$ cat config.mk
export PLATFORM = sky130hd
export DESIGN_NAME = uart_tx
export DESIGN_NICKNAME = d
export VERILOG_FILES = /design/src/rtl/shared_pkg.sv /design/src/rtl/uart_baud_tick.sv /design/src/rtl/uart_tx.sv
export SDC_FILE = /design/constraint.sdc
export NUM_CORES = 1
export LEC_CHECK = 0
export ABC_CLOCK_PERIOD_IN_PS = 1700
export CORE_MARGIN = 4
export CORE_UTILIZATION = 50
export CTS_BUF_LIST = sky130_fd_sc_hd__clkbuf_8
export DETAILED_ROUTE_END_ITERATION = 6
export GPL_TIMING_DRIVEN = 0
export PLACE_DENSITY = 0.77
export SYNTH_ARGS = -nofsm -noshare
export SYNTH_HDL_FRONTEND = slang
export SYNTH_SLANG_ARGS = --single-unit
$ cat constraint.sdc
create_clock -name clk -period 1.7 [get_ports clk]
set_input_delay 0.34 -clock clk [delete_from_list [all_inputs] [get_ports clk]]
set_output_delay 0.34 -clock clk [all_outputs]
set_load 0.005 [all_outputs]
$ cat src/rtl/shared_pkg.sv
// ============================================================================
//  Module      : shared_pkg
//  Description : Shared UART definitions (data width, FSM states, parity modes)
//  Revision    : 1.0 - initial release
// ============================================================================
`default_nettype none

package shared_pkg;

    localparam int DATA_WIDTH  = 8;

    localparam int PARITY_NONE = 0;
    localparam int PARITY_ODD  = 1;
    localparam int PARITY_EVEN = 2;

    typedef enum logic [2:0] {
        IDLE   = 3'd0,
        START  = 3'd1,
        DATA   = 3'd2,
        PARITY = 3'd3,
        STOP   = 3'd4,
        DONE   = 3'd5
    } uart_states_e;

    // Odd mode makes the total count of ones (data + parity) odd.
    function automatic logic parity_bit(input logic [DATA_WIDTH-1:0] data, input int mode);
        return (mode == PARITY_ODD) ? ~^data : ^data;
    endfunction

endpackage

`default_nettype wire

$ cat src/rtl/uart_baud_tick.sv
// ============================================================================
//  Module      : uart_baud_tick
//  Description : Bit-period counter; bit_tick marks the last clock of a period
//  Revision    : 1.0 - initial release
// ============================================================================
`default_nettype none

module uart_baud_tick #(
    parameter int CLKS_PER_BIT = 1
) (
    input  logic clk,
    input  logic rst,
    input  logic restart,
    output logic bit_tick
);

    localparam int              CNT_W = (CLKS_PER_BIT > 1) ? $clog2(CLKS_PER_BIT) : 1;
    localparam logic [CNT_W-1:0] LAST = CNT_W'(CLKS_PER_BIT - 1);

    logic [CNT_W-1:0] r_cnt;

    assign bit_tick = (r_cnt == LAST);

    always_ff @(posedge clk) begin
        if (rst || restart) begin
            r_cnt <= '0;
        end else if (bit_tick) begin
            r_cnt <= '0;
        end else begin
            r_cnt <= r_cnt + 1'b1;
        end
    end

endmodule

`default_nettype wire

$ cat src/rtl/uart_tx.sv
// ============================================================================
//  Module      : uart_tx
//  Description : UART transmitter, valid/ready input, start/data/parity/stop frame
//  Revision    : 1.0 - initial release
// ============================================================================
`default_nettype none

module uart_tx
    import shared_pkg::*;
#(
    parameter int PARITY_EN    = 0,
    parameter int STOP_BITS    = 1,
    parameter int START_BITS   = 2,
    parameter int CLKS_PER_BIT = 1
) (
    input  logic                  clk,
    input  logic                  rst,
    input  logic [DATA_WIDTH-1:0] tx_data,
    input  logic                  tx_valid,
    output logic                  tx_ready,
    output logic                  tx,
    output logic                  tx_busy,
    output logic                  tx_done
);

    localparam int BIT_MAX   = (DATA_WIDTH > START_BITS) ? DATA_WIDTH : START_BITS;
    localparam int BIT_CNT_W = $clog2(BIT_MAX + 1);

    localparam logic [BIT_CNT_W-1:0] LAST_DATA  = BIT_CNT_W'(DATA_WIDTH - 1);
    localparam logic [BIT_CNT_W-1:0] LAST_START = BIT_CNT_W'(START_BITS - 1);
    localparam logic [1:0]           LAST_STOP  = 2'(STOP_BITS - 1);

    uart_states_e          r_state;
    logic [DATA_WIDTH-1:0] r_shift;
    logic                  r_parity;
    logic [BIT_CNT_W-1:0]  r_bit_cnt;
    logic [1:0]            r_stop_cnt;
    logic                  r_tx;
    logic                  r_done;

    logic w_bit_tick;
    logic w_restart;
    logic w_accept;

    assign tx_ready  = (r_state == IDLE) && !rst;
    assign tx_busy   = (r_state != IDLE);
    assign tx        = r_tx;
    assign tx_done   = r_done;
    assign w_accept  = tx_valid && tx_ready;

    // Every other state is entered on a tick, which already wraps the counter.
    assign w_restart = (r_state == IDLE) || (r_state == DONE);

    uart_baud_tick #(
        .CLKS_PER_BIT (CLKS_PER_BIT)
    ) u_baud (
        .clk      (clk),
        .rst      (rst),
        .restart  (w_restart),
        .bit_tick (w_bit_tick)
    );

    always_ff @(posedge clk) begin
        if (rst) begin
            r_state    <= IDLE;
            r_shift    <= '0;
            r_parity   <= 1'b0;
            r_bit_cnt  <= '0;
            r_stop_cnt <= '0;
            r_tx       <= 1'b1;
            r_done     <= 1'b0;
        end else begin
            r_done <= 1'b0;
            case (r_state)
                IDLE: begin
                    r_tx <= 1'b1;
                    if (w_accept) begin
                        r_shift   <= tx_data;
                        r_parity  <= parity_bit(tx_data, PARITY_EN);
                        r_bit_cnt <= '0;
                        r_tx      <= 1'b0;
                        r_state   <= START;
                    end
                end
                START: begin
                    if (w_bit_tick) begin
                        if (r_bit_cnt == LAST_START) begin
                            r_bit_cnt <= '0;
                            r_tx      <= r_shift[0];
                            r_state   <= DATA;
                        end else begin
                            r_bit_cnt <= r_bit_cnt + 1'b1;
                        end
                    end
                end
                DATA: begin
                    if (w_bit_tick) begin
                        r_shift <= {1'b0, r_shift[DATA_WIDTH-1:1]};
                        if (r_bit_cnt == LAST_DATA) begin
                            r_bit_cnt <= '0;
                            if (PARITY_EN != PARITY_NONE) begin
                                r_tx    <= r_parity;
                                r_state <= PARITY;
                            end else begin
                                r_tx       <= 1'b1;
                                r_stop_cnt <= '0;
                                r_state    <= STOP;
                            end
                        end else begin
                            r_bit_cnt <= r_bit_cnt + 1'b1;
                            r_tx      <= r_shift[1];
                        end
                    end
                end
                PARITY: begin
                    if (w_bit_tick) begin
                        r_tx       <= 1'b1;
                        r_stop_cnt <= '0;
                        r_state    <= STOP;
                    end
                end
                STOP: begin
                    if (w_bit_tick) begin
                        if (r_stop_cnt == LAST_STOP) begin
                            r_done  <= 1'b1;
                            r_state <= DONE;
                        end else begin
                            r_stop_cnt <= r_stop_cnt + 1'b1;
                        end
                    end
                end
                DONE: begin
                    r_tx    <= 1'b1;
                    r_state <= IDLE;
                end
                default: begin
                    r_tx    <= 1'b1;
                    r_state <= IDLE;
                end
            endcase
        end
    end

endmodule

`default_nettype wire

==> metrics.md <==
| Metric | Value |
|---|---|
| Number of synthesized flops with an enable pin | `0` |
| Reg2reg setup slack | `40 ps` |
| Tmin final | `around 1700 ps` |
| Outcome | `finished clean` |
| Starting DRT DRC Count | `23` |
| Worst Hold Depth | `2` |
| Number of nets in the layout | `approximately 160` |
| Total power | `about 1.7 mW` |
| Hold buffers post-CTS | `0` |
| Die area | `about 3000 µm²` |
| Post-synthesis instance area | `approximately 1100 µm²` |
| Antenna diode instance count | `0` |
| WHS Endpoint | `r_shift[7]` |
| GRT Total Usage | `0.2107` |
| Tcrit/Tclk final | `0.9793` |
| Fmax achieved | `between 600 and 700 MHz` |
| Synth unique cells | `39` |
| Worst Hold Class | `flop to flop` |
| Crit path kind | `flop to flop` |
| Die W | `54.53 µm` |
| # rows | `16` |
| Commonest non-fill, non-tap cells in the layout | `dfxtp_1, nor2_1, mux2i_1, clkdlybuf4s50_1, a211oi_1` |
| Mean Syn Cell Area | `about 8.9 µm²` |
| Via density | `slightly below 6` |
| TritonCTS clock tree | `yes` |
| Htree depth | `1` |
| R2r endpoint | `r_stop_cnt[1]` |
| Skew-Pair Late Insertion Delay | `about 250 ps` |
| R2r startpoint | `r_state[0]` |
| Register area | `about 410 µm²` |
| Critical Path End Type | `flop` |
| Layout cells sized above 1 | `0.2657` |
| RSZ-0062 raised after global routing | `yes` |
| Seq/Total Area, Yosys | `0.3699` |
| Worst R2R Path Depth | `4` |
| Initial antenna violation count | `0` |
| IO Count | `15` |
| Port buffer count | `14` |
| Hold Startpoint | `r_shift[7]` |
| Number of fill cells | `about 160` |
| Final Hold Vio Count | `0` |
| DP HPWL | `approximately 1600 µm` |
| Synth Instances | `121` |
| Mapped Nets | `135` |
| Synthesized flop and latch total | `20` |
| Synth-to-Final Area Change | `34.68%` |
| Post-DP Area | `about 1300 µm²` |
| Layout Utilization | `0.7281` |
| Async SR Flop Fraction | `0` |
| Dominant synthesized flop cell | `dfxtp_1` |
| Max Slew Vio Count | `0` |
| Commonest non-fill, non-tap cell in the layout | `dfxtp_1` |
| Crit path max-delay cell type | `or4b_4` |
| Core box area | `between 2000 and 2500 µm²` |
| Ys Warns | `0` |
| CTS root buf | `clkbuf_8` |
| Slowest stage delay, CP | `between 400 and 500 ps` |
| Drt wl/cell | `16.37 µm` |
| Final std cells w/o fill | `170` |
| Busiest grt layer | `met2` |
| Drc violations | `0` |
| Sum Neg Setup Slack | `0 ps` |
| Worst-path clk slew | `roughly 70 ps` |
| Hold WS | `498.5 ps` |
| Pre-CTS setup slack | `-985.9 ps` |
| Vias | `roughly 990` |
| Finish-stage setup viols | `0` |
| Starting Density | `0.5406` |
| Die height | `about 55 µm` |
| Largest net degree at the start of global routing | `11` |
| Cells along the critical path | `or3b_4, or2_4, or4b_4, o31ai_2` |
| CTS buffer count | `3` |
| IR drop worst, VDD | `0.0007797 V` |
| Worst Clk Skew | `about 1.4 ps` |
| Arrival time at the worst endpoint | `between 1500 and 2000 ps` |
| Drt pass-1 iters | `4` |
| Met2 Resource Use GR | `0.3825` |
| Max clock buf depth | `2` |
| Placed cells | `162` |
| Met3 Resource Use GR | `0.04087` |
| Vias in the first global route | `1,005` |
| Detail Route Antenna Nets | `0` |
| Grt met1 use | `0.2206` |
| Max Cap Violations | `0` |
| CP required | `approximately 1900 ps` |
| Sink Count | `20` |
| Worst setup margin | `between 30 and 40 ps` |
| Multi-input gate area | `roughly 700 µm²` |
| RD Place Congestion | `between 0.7 and 0.8` |
| Final Cell Area | `~1500 µm²` |
| Setup crit start | `r_state[0]` |
| Critical path fanouts, max | `6` |
| DRT Wirelength | `~2800 µm` |
| Worst setup SP type | `flop` |
| Pleak | `between 0.5 and 0.6 nW` |
| PwrDens | `roughly 1200 nW/µm²` |
| First-pass GRT wire length | `between 4000 and 5000 µm` |
| Total grt overflow | `0` |
-- sequential cells by signal, summed over array words and instances, names as in the netlist --
register      cells
r_shift           8
r_bit_cnt         4
r_state           3
r_stop_cnt        2
tx                1
tx_done           1
u_baud.r_cnt      1
-- routing by layer --
layer / vias to the layer above / part of all wire
met5: - / 0
met4: 0 / 0.032
met3: 8 / 0.038
met2: 29 / 0.52
met1: 474 / 0.41
li1: 483 / -
-- cells in the mapped netlist (all sizes together) (2+ instances only) --
master / instances / area [µm²]
dfxtp: 20 / 400.4
nor2: 13 / 48.80
mux2i: 10 / 100.1
a211oi: 9 / 72.57
nand2b: 6 / 37.54
inv: 5 / 18.77
a21oi: 4 / 20.02
buf: 4 / 25.02
nor2b: 4 / 25.02
o31ai: 4 / 30.03
or3b: 4 / 35.04
clkbuf: 3 / 11.26
ha: 3 / 37.54
nand3: 3 / 15.01
nor3b: 3 / 22.52
a31oi: 2 / 12.51
nand2: 2 / 7.510
nand3b: 2 / 15.01
nor3: 2 / 10.01
o21ai: 2 / 10.01
or2: 2 / 12.52
-- power by group --
group          internal [mW]  switching (mW)  total (mW)
registers              0.553          0.0703       0.623
logic                  0.417           0.373       0.790
clock network          0.158           0.143       0.301
total                   1.13           0.586        1.71
-- final cells by class --
type                       instances  share of cell area
inverter                           5             0.01288
tap                               27             0.02318
timing repair buffer              20              0.1253
clock buffer                       3             0.02833
multi-input combinational         89              0.4773
sequential                        20              0.2833
buffer                             6             0.04979
-- critical path, delay by kind of cell (launching register included) --
kind	cells	cell delay, ps
DFF	1	370
and+or+nand+nor	3	1140
AOI/OAI and AO/OA	1	70
-- kinds of logic (layout without fill, tap and decap cells) --
kind of cell | count (synthesis) | in the layout | share of synthesized area
AND/OR/NAND/NOR | 47 | 47 | 0.2532
AO/OA/AOI/OAI | 27 | 27 | 0.1850
flip-flops | 20 | 20 | 0.3699
buffers and inverters | 12 | 34 | 0.05086
multiplexers | 11 | 11 | 0.1029
adder cells (fa/ha/maj) | 3 | 3 | 0.03469
other | 1 | 1 | 0.003465
-- timing repair --
item                                    4_1_cts  5_1_grt
resized for setup                            31       12
endpoints found under the setup margin       18       12
buffers inserted                              4        2
pin swaps                                     2        1
-- how the worst max path moves through the flow --
stage	endpoint	slack, ps	cells after the start
2_1_floorplan	r_state[0]	50	5
3_3_place_gp	tx_ready	-960	5
3_5_place_dp	tx_ready	-990	5
4_1_cts	r_stop_cnt[1]	3	4
5_1_grt	r_state[0]	-30	5
6_report	r_stop_cnt[1]	40	4
(Power assumes the default switching activity.)
==> RTL change (same settings) <==
Reset style: asynchronous (`rst`), changed in one clocked block.
--- a/src/rtl/uart_tx.sv
+++ b/src/rtl/uart_tx.sv
@@ -62,3 +62,3 @@
 
-    always_ff @(posedge clk) begin
+    always_ff @(posedge clk or posedge rst) begin
         if (rst) begin
Check against the original RTL: differs if rst is asserted again (counterexample within 4 cycles, from zero or initial values and one cycle with rst high); with rst held inactive, the same outputs for 10 cycles.
==> RTL change against the unedited design <==
The run now ends with negative setup slack left; synthesized area rose by 4.0%; core utilization increased by 5.9 points; worst setup slack worse by 0.17 ns; cell count shrank 0.59%; power rose by 65%; routed wire length is 4.9% higher; sequential cell count did not move; count of clock-buffer cells in the layout stayed put; cell area rose by 10%; die area is 3.4% higher; global-route usage down 4.1 points; clock skew is essentially flat; synthesized cell count is 9.1% lower.
==> RTL change: results (changes against the unedited design) <==
| Metric | Value |
|---|---|
| Outcome | finished, violations left (was finished clean) |
| Violated checks | negative setup slack |
| CP max FO | 7 (was 6) |
| Total wire length | 2920 um (was 2780 um) |
| Vias in the first global route | 982 (was 1005) |
| Leading cell types by count after synthesis | dfrtp_1 (18), nand2_1 (11), o21ai_0 (10), mux2i_1 (9), nor2_1 (8) (was dfxtp_1 (20), nor2_1 (13), mux2i_1 (10), a211oi_1 (8), nand2b_1 (6)) |
| Worst Reg2Reg Path Length in Cells | 5 (was 4) |
| Largest net degree at the start of global routing | 20 (was 11) |
| R2r endpoint | r_bit_cnt[2] (was r_stop_cnt[1]) |
| RD Place Congestion | 0.757 (was 0.789) |
| Synth area leaders | dfrtp_1 (40%), mux2i_1 (8.0%), o21ai_0 (4.4%) (was dfxtp_1 (37%), mux2i_1 (9.2%), a211oi_1 (5.5%)) |
| Ys Warns | 0 (unchanged) |
| Non-filler instance count after layout | 169 (was 170) |
| Share of cells above drive strength 1 | 40.1% (was 26.6%) |
| Slowest stage delay, CP | 0.58 ns (was 0.48 ns) |
| Maximum vdd drop | 1.16 mV (was 0.780 mV) |
| GRT Overall Usage | 16.9% (was 21.1%) |
| Fillers | 143 (was 156) |
| Iteration-0 DRC Markers | 26 (was 23) |
| DP HPWL | 1560 um (was 1640 um) |
| Clock Skew | 0.00127 ns (was 0.00141 ns) |
| Syn nets | 124 (was 135) |
| Placed Cells incl. Taps | 151 (was 162) |
| Final worst slack | -0.133 ns (was 0.0352 ns) |
| CTS HTree Levels | 1 (unchanged) |
| Async SR Flop Fraction | 95.0% (was 0%) |
| Final nets | 157 (was 159) |
| Worst Path Arrival | 1.99 ns (was 1.84 ns) |
| Prevailing post-synth register cell | dfrtp_1 (was dfxtp_1) |
| Worst R2R Start | r_state[1] (was r_state[0]) |
| First-pass GRT wire length | 4310 um (was 4400 um) |
| Sequential area share after synthesis | 44.1% (was 37.0%) |
| Setup violators final | 15 (was 0) |
| Leakage | 0.739 nW (was 0.589 nW) |
| Via density | 5.78 (was 5.85) |
| Final Hold Fails | 0 (unchanged) |
| Min-Delay Path Class | input pin to async pin (was flop to flop) |
[RTL change: logic make-up after synthesis]
| logic type | count (synthesis) | synth area share [%] |
|---|---|---|
| AO/OA/AOI/OAI | 25 | 16.2 |
| adder cells (fa/ha/maj) | 3 | 3.33 |
| buffers and inverters | 9 | 4.00 |
| flip-flops | 20 | 44.1 |
| multiplexers | 11 | 10.7 |
| other | 1 | 0.333 |
| AND/OR/NAND/NOR | 41 | 21.3 |
[RTL change: area by class of cell]
type / instances / share of cell area [%]
buffer: 5 / 2.96
clock buffer: 3 / 2.57
clock inverter: 1 / 1.87
inverter: 4 / 0.935
multi-input combinational: 81 / 43.1
sequential: 20 / 30.9
tap: 27 / 2.10
timing repair buffer: 28 / 15.5
[RTL change: timing repair]
item / CTS / global route
setup endpoints to repair: 17 / 19
gates resized for setup: 35 / 20
gates cloned: 2 / 0
pin swaps: 14 / 4
hold buffers: 0 / 0
setup buffers: 7 / 5
[RTL change: how the worst max path moves through the flow]
stage                               to  slack (ns)  cells past startpoint
after CTS                   r_state[0]       -0.09                      5
after detailed placement    r_shift[7]       -0.42                      6
final                     r_bit_cnt[2]       -0.13                      5
after global placement      r_shift[6]       -0.38                      6
after global routing      r_bit_cnt[2]       -0.18                      5
after floorplan             r_state[0]       -0.06                      5
[RTL change: report_power, final]
group	switching [mW]	internal (mW)
sequential	0.152	0.644
combinational	0.685	0.874
clock	0.166	0.314
total	1.00	1.83
[RTL change: routing by layer]
layer  global-route usage, %  share of wire [%]  up-vias  wire, um
li1                        -                  -      461         -
met1                    21.6                 45      494      1320
met2                    28.9                 51       17      1490
met3                    3.26                2.7        5        80
met4                    4.86               0.86        0        25
met5                       0                  0        -         0
[RTL change: through the flow]
step                TNS, ns  area (um^2)  hold slack, ns  worst slack (ns)
CTS                  -0.309         1500           0.501           -0.0899
detailed placement    -5.00         1310           0.474            -0.416
global route          -1.53         1610           0.349            -0.182
floorplan            -0.111         1130           0.290           -0.0555
finish               -0.966         1610           0.287            -0.133
global placement      -4.61         1310           0.462            -0.379
